## src/rtl/ubutterfly_stream_decoder.sv

```systemverilog
// ubutterfly_stream_decoder
// Turns the four unary bitstreams of a butterfly stage (real0, img0, real1,
// img1) back into binary. Each stream's ones are counted over a window of
// 2^BITWIDTH enabled samples. The four counts are then held on a valid/ready
// result interface until the consumer takes them.
module ubutterfly_stream_decoder #(
  parameter int unsigned BITWIDTH = 8,
  parameter int unsigned CNTW     = BITWIDTH + 1
) (
  input  logic            iClk,
  input  logic            iRst,
  input  logic            iStart,
  input  logic            iClr,
  input  logic            iEn,
  input  logic            iReal0,
  input  logic            iImg0,
  input  logic            iReal1,
  input  logic            iImg1,
  input  logic            iReady,
  output logic            oBusy,
  output logic            oValid,
  output logic [CNTW-1:0] oCntReal0,
  output logic [CNTW-1:0] oCntImg0,
  output logic [CNTW-1:0] oCntReal1,
  output logic [CNTW-1:0] oCntImg1
);

  localparam int unsigned NSTREAM = 4;

  typedef enum logic [1:0] {
    S_IDLE = 2'd0,
    S_RUN  = 2'd1,
    S_HOLD = 2'd2
  } state_e;

  state_e              state_q, state_d;
  logic                busy_q, busy_d;
  logic                valid_q, valid_d;
  logic [BITWIDTH-1:0] smp_q, smp_d;
  logic [CNTW-1:0]     acc_q [NSTREAM];
  logic [CNTW-1:0]     acc_d [NSTREAM];
  logic [CNTW-1:0]     res_q [NSTREAM];
  logic [CNTW-1:0]     res_d [NSTREAM];

  logic [NSTREAM-1:0]  bits_c;
  logic                sample_c;
  logic                last_c;
  logic                enter_run_c;

  // Stream bits gathered in result-lane order: 0=real0 1=img0 2=real1 3=img1
  assign bits_c = {iImg1, iReal1, iImg0, iReal0};

  // A sample is taken only in RUN with iEn high; iClr wins over sampling
  assign sample_c = (state_q == S_RUN) && iEn && !iClr;

  // The sample counter at all-ones marks the Nth sample of the window
  assign last_c = sample_c && (&smp_q);

  // Any transition into RUN (from IDLE or straight from HOLD) starts a new window
  assign enter_run_c = (state_d == S_RUN) && (state_q != S_RUN);

  // State register
  always_ff @(posedge iClk or posedge iRst) begin
    if (iRst) begin
      state_q <= S_IDLE;
    end else begin
      state_q <= state_d;
    end
  end

  // Next-state logic; iClr overrides start and handshake
  always_comb begin
    state_d = state_q;
    if (iClr) begin
      state_d = S_IDLE;
    end else begin
      case (state_q)
        S_IDLE: begin
          if (iStart) begin
            state_d = S_RUN;
          end
        end
        S_RUN: begin
          if (last_c) begin
            state_d = S_HOLD;
          end
        end
        S_HOLD: begin
          if (iReady) begin
            state_d = iStart ? S_RUN : S_IDLE;
          end
        end
        default: begin
          state_d = S_IDLE;
        end
      endcase
    end
  end

  // Status outputs are decoded from the next state so they register with it
  always_comb begin
    busy_d  = 1'b0;
    valid_d = 1'b0;
    case (state_d)
      S_RUN:   busy_d  = 1'b1;
      S_HOLD:  valid_d = 1'b1;
      default: begin
        busy_d  = 1'b0;
        valid_d = 1'b0;
      end
    endcase
  end

  // Window datapath: clear on abort or window start, accumulate on samples,
  // and capture the final sums (including the Nth bit) into the result regs
  always_comb begin
    smp_d = smp_q;
    for (int unsigned k = 0; k < NSTREAM; k++) begin
      acc_d[k] = acc_q[k];
      res_d[k] = res_q[k];
    end
    if (iClr || enter_run_c) begin
      smp_d = '0;
      for (int unsigned k = 0; k < NSTREAM; k++) begin
        acc_d[k] = '0;
      end
    end else if (sample_c) begin
      smp_d = smp_q + BITWIDTH'(1);
      for (int unsigned k = 0; k < NSTREAM; k++) begin
        acc_d[k] = acc_q[k] + CNTW'(bits_c[k]);
        if (last_c) begin
          res_d[k] = acc_q[k] + CNTW'(bits_c[k]);
        end
      end
    end
  end

  // Datapath and status registers
  always_ff @(posedge iClk or posedge iRst) begin
    if (iRst) begin
      busy_q  <= 1'b0;
      valid_q <= 1'b0;
      smp_q   <= '0;
      for (int unsigned k = 0; k < NSTREAM; k++) begin
        acc_q[k] <= '0;
        res_q[k] <= '0;
      end
    end else begin
      busy_q  <= busy_d;
      valid_q <= valid_d;
      smp_q   <= smp_d;
      for (int unsigned k = 0; k < NSTREAM; k++) begin
        acc_q[k] <= acc_d[k];
        res_q[k] <= res_d[k];
      end
    end
  end

  assign oBusy     = busy_q;
  assign oValid    = valid_q;
  assign oCntReal0 = res_q[0];
  assign oCntImg0  = res_q[1];
  assign oCntReal1 = res_q[2];
  assign oCntImg1  = res_q[3];

endmodule

```

## config.mk

```make
export PLATFORM = sky130hd
export DESIGN_NAME = ubutterfly_stream_decoder
export DESIGN_NICKNAME = d
export VERILOG_FILES = /design/src/rtl/ubutterfly_stream_decoder.sv
export SDC_FILE = /design/constraint.sdc
export NUM_CORES = 1
export LEC_CHECK = 0
export ABC_CLOCK_PERIOD_IN_PS = 3300
export CORE_ASPECT_RATIO = 0.5
export CORE_UTILIZATION = 56
export DETAILED_ROUTE_END_ITERATION = 16
export PLACE_DENSITY = 0.8
export SYNTH_ARGS = -nofsm -noshare
export SYNTH_HDL_FRONTEND = slang
export SYNTH_SLANG_ARGS = --single-unit
```

## constraint.sdc

```tcl
create_clock -name iClk -period 3.3 [get_ports iClk]
set_clock_uncertainty 0.05 [all_clocks]
set_input_delay 0.66 -clock iClk [delete_from_list [all_inputs] [get_ports iClk]]
set_output_delay 0.66 -clock iClk [all_outputs]
set_load 0.1 [all_outputs]
```

==> impl_metrics.csv, run 1 <==
group,metric,value,unit
flow_run,cap_violations,0,
layout,layout_commonest_cell,"dfrtp_1",
floorplanning,die_area,7510,sq um
detailed_routing,drc,0,
logic_synthesis,ys_types,37,
timing,fin_ws,0.729,ns
run_status,outcome,"completed",
logic_synthesis,synth.area.top_cells,"dfrtp_1 53%, nand2_1 6.5%, xor2_1 5.7%",
critical_path,cp-end-kind,"register",
place,gp_congestion,0.808,
floorplanning,dieHeight,61.8,microns
detailed_routing,drtIter0Drc,237,
timing,tightest_slew,0.618,ns
global_route,grt_pass1_wl,13800,microns
layout,layout.nets,460,
clock_network,cts.htree.levels,3,
timing,setup_tns,0,ns
min_path,hp-class,"reg -> reg",
critical_path,start_kind,"input pin",
detailed_routing,vias,3037,
logic_synthesis,synth_nets,418,
timing,hold_viol_final,0,
clock_network,ctsLongestPathBuffers,2,
place,io_buffers,47,
logic_synthesis,syn_area_per_cell,10.0,sq um
pwr,pwr-share-clk,53.4,%
global_route,antenna_found_initial,0,
pwr,leakage,2.16,nW
place,hpwl,5520,microns
global_route,track_usage,24.7,%
critical_path,cp.required,3.47,ns
timing,maxSlewHeadroom,58.8,%
clock_network,hold_buffers,0,
logic_synthesis,netlist.area_leader.share,52.5,%
layout,regArea,2100,sq um
timing,rsz0062_at_grt,"no",
logic_synthesis,ys_ff_latch,84,
layout,multi_input_area,1760,sq um
critical_path,path_class,"in -> reg",
pwr,power_switching,492,uW
pwr,p_seq_share,42.5,%
pwr,comb_power_share,4.1,%
logic_synthesis,yosysTopAreaCell,"dfrtp_1",
timing,period_minus_slack,2.57,ns
pwr,peakVddDrop,324,uV
clock_network,cts_tree,"yes",
clock_network,clk_latency,0.34,ns
place,dp_slack,0.364,ns
timing,fin_crit_sh,77.9,%
clock_network,post-cts-setup-buffers,0,
detailed_routing,drtPass1Iterations,4,
clock_network,post_cts_resize_count,0,
clock_network,clkTransAtPathRegs,0.06,ns
detailed_routing,postRouteAntennaNets,0,
timing,clock.fmax,389,MHz
floorplanning,row_count,21,
floorplanning,start_util,58.8,%
layout,antenna-diode-count,0,
clock_network,cts_made_buffers,9,
global_route,grt_pass1_vias,2899,
floorplanning,ioPinCount,48,
logic_synthesis,ys_seq_area_share,52.5,%
logic_synthesis,yosysWarnings,0,
layout,nFillCells,491,
critical_path,worstPathArrival,2.75,ns
pwr,p_per_area,507,nW/um^2
layout,final_cell_mix,"84 x dfrtp_1, 69 x nand2_1, 45 x buf_4",
detailed_routing,via_per_inst,5.64,
layout,fin_cells,538,
floorplanning,core,6810,sq um
logic_synthesis,synth_edf_count,0,
global_route,grt_overflow,0,
logic_synthesis,syn-instance-count,399,
global_route,grt_max_degree,51,
pwr,p_int,1.96,mW
logic_synthesis,syn_area,4000,sq um
layout,drive_gt1_share,16.8,%
detailed_routing,routed_wl,8410,microns
pwr,swShare,20.1,%
detailed_routing,routedWlPerCell,15.6,microns
layout,synthToLayoutAreaGrowth,20.5,%
clock_network,clockRootBuffer,"clkbuf_16",
floorplanning,die_w,122,microns
critical_path,crit_fanout,42,
timing,drv_slew,0,
timing,setup_viol,0,
logic_synthesis,synthFlopType,"dfrtp_1",
clock_network,cts.sinks,84,
logic_synthesis,asyncSetResetFlopFracSynth,100,%
place,dpl.cell_count,522,
## final cells by class
cell class              instances  share of cell area, %
clock buffers                   9                   4.67
repair buffers                 55                   9.28
flip-flops and latches         84                   43.6
clock inverters                 7                   3.37
well taps                      92                   2.39
multi-input cells             288                   36.5
inverters                       3                  0.259
## through the flow
stage	total power [mW]	area, sq um	hold slack, ns	utilization [%]
after floorplan	1.12	4000	0.430	-
after global placement	1.16	4440	0.415	65.2
after detailed placement	1.16	4440	0.427	65.2
after CTS	2.46	4820	0.441	70.9
after global routing	2.52	4820	0.461	70.9
final	2.45	4820	0.435	70.9
## worst max-delay path, cell delays in order
cell	delay (ns)
clkdlybuf4s50_1	0.42
nand4bb_2	0.25
or4_2	0.65
buf_4	0.31
buf_4	0.28
nand2_1	0.10
o21ai_1	0.07
## synth_stat cells, drive strengths merged, types with 2 or more instances
cell type,instances
nand4,7
nand2,69
o21bai,2
nor2,27
dfrtp,84
clkbuf,16
a31oi,2
xnor2,20
nand3,14
a21oi,10
mux2,8
nor3,5
o21ai,49
or3,2
nand2b,2
o22ai,3
nor4,4
buf,8
and4,5
o31ai,7
or4,2
and2,2
inv,3
xor2,26
a21o,2
ha,9
and3,3
## state kept, by name, summed over array words and instances (netlist names)
name and flops:
smp_q 8, state_q 2, oValid 1, oCntImg0 9
oCntReal0 9, oCntImg1 9, acc_q 36, oCntReal1 9
oBusy 1
## worst paths after layout
kind | from | endpoint | depth (start not counted) | slack (ns)
min in group asynchronous | iRst | acc_q[14] | 2 | 0.65
worst max register to register | smp_q[0] | oCntReal1[5] | 7 | 1.04
worst min-delay path | oCntImg1[8] | oCntImg1[8] | 2 | 0.43
max in group asynchronous | iRst | smp_q[0] | 3 | 1.88
worst min register to register | oCntImg1[8] | oCntImg1[8] | 2 | 0.43
worst max-delay path | iClr | oCntReal1[5] | 7 | 0.73
## kinds of logic (layout without fill, tap and decap cells)
| family | after synthesis | count (layout) | share of synthesized area (%) |
|---|---|---|---|
| AND/OR/NAND/NOR | 148 | 148 | 17.3 |
| flip-flops | 84 | 84 | 52.5 |
| AO/OA/AOI/OAI | 77 | 77 | 10.6 |
| XOR/XNOR | 46 | 46 | 10.1 |
| buffers and inverters | 27 | 74 | 3.72 |
| adder cells (fa/ha/maj) | 9 | 9 | 2.81 |
| multiplexers | 8 | 8 | 3.00 |
## layer usage
metal,global-route usage (%),vias up,part of all wire (%)
met5,0,-,0
met4,9.35,0,1.8
met3,7.66,13,5.2
met2,41.0,68,48
met1,31.3,1503,45
li1,-,1453,-
## power groups by stage
stage / Combinational [mW] / Clock (mW) / Sequential (mW)
final: 0.100 / 1.31 / 1.04
after global routing: 0.112 / 1.37 / 1.04
after CTS: 0.103 / 1.32 / 1.04
after detailed placement: 0.102 / 0 / 1.06
after global placement: 0.0986 / 0 / 1.06
after floorplan: 0.0547 / 0 / 1.07
(Power assumes the default switching activity.)
==> run 2, diff against run 1 <==
- ABC_CLOCK_PERIOD_IN_PS: 3300 -> 2700
- clock period: 3.3 -> 2.7 ns (I/O delays scaled with it)
==> run 2 against run 1 <==
- register-to-register slack lost 0.47 ns
- sequential share of layout area grew 0.56 points
- count of clock-buffer cells in the layout increased by 5
- combinational power grew 25%
- largest cell class unchanged
- largest power group is now sequential cells
==> impl_metrics.csv, run 2 (synthesized netlist as in run 1, its figures left out) <==
group,metric,value,unit
layout,nFillCells,518,
clock_network,cts.sinks,84,
detailed_routing,drc,0,
detailed_routing,postRouteAntennaNets,0,
floorplanning,ioPinCount,48,
place,dpl.cell_count,523,
critical_path,worstPathArrival,2.51,ns
timing,tightest_slew,0.442,ns
layout,final_cell_mix,"84 x dfrtp_1, 69 x nand2_1, 45 x buf_4",
detailed_routing,drtPass1Iterations,5,
critical_path,cp_num_buf_inv,2,
pwr,pwr-share-clk,47.2,%
timing,hold_viol_final,0,
critical_path,cp_top_family,"simple AND/OR/NAND/NOR gates",
pwr,comb_power_share,4.7,%
global_route,antenna_found_initial,0,
global_route,grt_max_degree,85,
clock_network,cts_made_buffers,9,
floorplanning,row_count,21,
floorplanning,dieHeight,61.8,microns
timing,holdWs,0.434,ns
min_path,hp-class,"reg -> reg",
timing,drv_slew,0,
flow_run,cap_violations,0,
detailed_routing,routed_wl,8290,microns
place,gp_congestion,0.834,
timing,setup_tns,0,ns
timing,fin_ws,0.367,ns
clock_network,clkTransAtPathRegs,0.06,ns
layout,antenna-diode-count,0,
pwr,power_switching,554,uW
pwr,swShare,21.0,%
global_route,grt_overflow,0,
pwr,p_total,2.65,mW
timing,fin_crit_sh,86.4,%
pwr,p_seq_share,48.0,%
clock_network,ctsLongestPathBuffers,2,
floorplanning,start_util,58.8,%
critical_path,start_kind,"input pin",
layout,layout.nets,461,
layout,top_register,"acc_q",
detailed_routing,drtIter0Drc,133,
critical_path,crit_chain,"clkdlybuf4s50_1 > nand4bb_2 > or4_2 > buf_12 > mux2_4",
floorplanning,die_area,7510,sq um
global_route,grt_pass1_wl,13900,microns
place,dp_slack,0.0149,ns
layout,layout_commonest_cell,"dfrtp_1",
detailed_routing,vias,3002,
clock_network,post_cts_resize_count,0,
detailed_routing,via_per_inst,5.58,
place,io_buffers,47,
pwr,p_per_area,556,nW/um^2
timing,period_minus_slack,2.33,ns
timing,clock.fmax,429,MHz
pwr,peakVddDrop,331,uV
layout,largest_reg_flops,36,
floorplanning,core,6810,sq um
floorplanning,die_w,122,microns
clock_network,clk_latency,0.34,ns
pwr,leakage,2.13,nW
clock_network,cts_tree,"yes",
clock_network,cts.htree.levels,3,
layout,drive_gt1_share,16.4,%
global_route,track_usage,24.6,%
clock_network,post-cts-setup-buffers,0,
timing,rsz0062_at_grt,"no",
place,hpwl,5370,microns
layout,synthToLayoutAreaGrowth,19.0,%
clock_network,clockRootBuffer,"clkbuf_16",
critical_path,crit_path_max_incr_delay,0.70,ns
timing,maxSlewHeadroom,70.5,%
clock_network,hold_buffers,0,
layout,fin_cells,538,
global_route,grt_pass1_vias,2963,
critical_path,cp.required,2.87,ns
critical_path,cp-end-kind,"register",
critical_path,crit_fanout,58,
timing,setup_viol,0,
pwr,p_int,2.09,mW
critical_path,path_class,"in -> reg",
critical_path,crit_slowest_cell,"or4_2",
detailed_routing,routedWlPerCell,15.4,microns
run_status,outcome,"completed",
-- run 2: cell types whose count changed in the layout (fill, tap and decap cells not counted) --
cell	change
clkbuf_1	+2
buf_12	+1
clkbuf_8	+3
clkinv_2	-2
bufinv_16	-4
-- run 2: path summary, 6_finish.rpt --
path | to | slack (ns) | start | cells past startpoint
worst max register to register | oCntReal0[0] | 0.57 | smp_q[0] | 5
worst max-delay path | oCntReal0[0] | 0.37 | iClr | 5
worst min register to register | oCntReal1[8] | 0.43 | oCntReal1[8] | 2
min in group asynchronous | oCntReal1[1] | 0.62 | iRst | 3
max in group asynchronous | oCntImg0[5] | 1.63 | iRst | 3
worst min-delay path | oCntReal1[8] | 0.43 | oCntReal1[8] | 2
-- run 2: tightest hold or removal path: stages (launching register included) --
cell and delay, ns:
dfrtp_1 0.34, nand2_1 0.05, o21ai_0 0.06
-- run 2: layout make-up --
| cell class | instances | area [sq um] | area share [%] |
|---|---|---|---|
| Clock buffer | 14 | 274 | 5.75 |
| Clock inverter | 1 | 30.0 | 0.630 |
| Inverter | 3 | 15.0 | 0.315 |
| Multi-Input combinational cell | 288 | 1760 | 36.9 |
| Sequential cell | 84 | 2100 | 44.1 |
| Tap cell | 92 | 115 | 2.42 |
| Timing Repair Buffer | 56 | 468 | 9.82 |
-- run 2: per-stage QoR --
stage | cell area (sq um) | util [%]
2_1_floorplan | 4010 | -
3_3_place_gp | 4460 | 65.5
3_5_place_dp | 4460 | 65.5
4_1_cts | 4760 | 70.0
5_1_grt | 4760 | 70.0
6_report | 4760 | 70.0
-- run 2: metal layers --
metal,vias up,global-route usage [%],wire length (microns)
li1,1455,-,-
met1,1471,30.8,3720
met2,68,42.0,4090
met3,8,6.11,376
met4,0,10.9,99
met5,-,0,0
-- run 2: power by group through the flow --
stage | clock, mW | combinational [mW] | sequential [mW]
after global routing | 1.32 | 0.139 | 1.27
after global placement | 0 | 0.122 | 1.29
after CTS | 1.27 | 0.127 | 1.27
after detailed placement | 0 | 0.127 | 1.29
final | 1.25 | 0.125 | 1.27
after floorplan | 0 | 0.0672 | 1.31
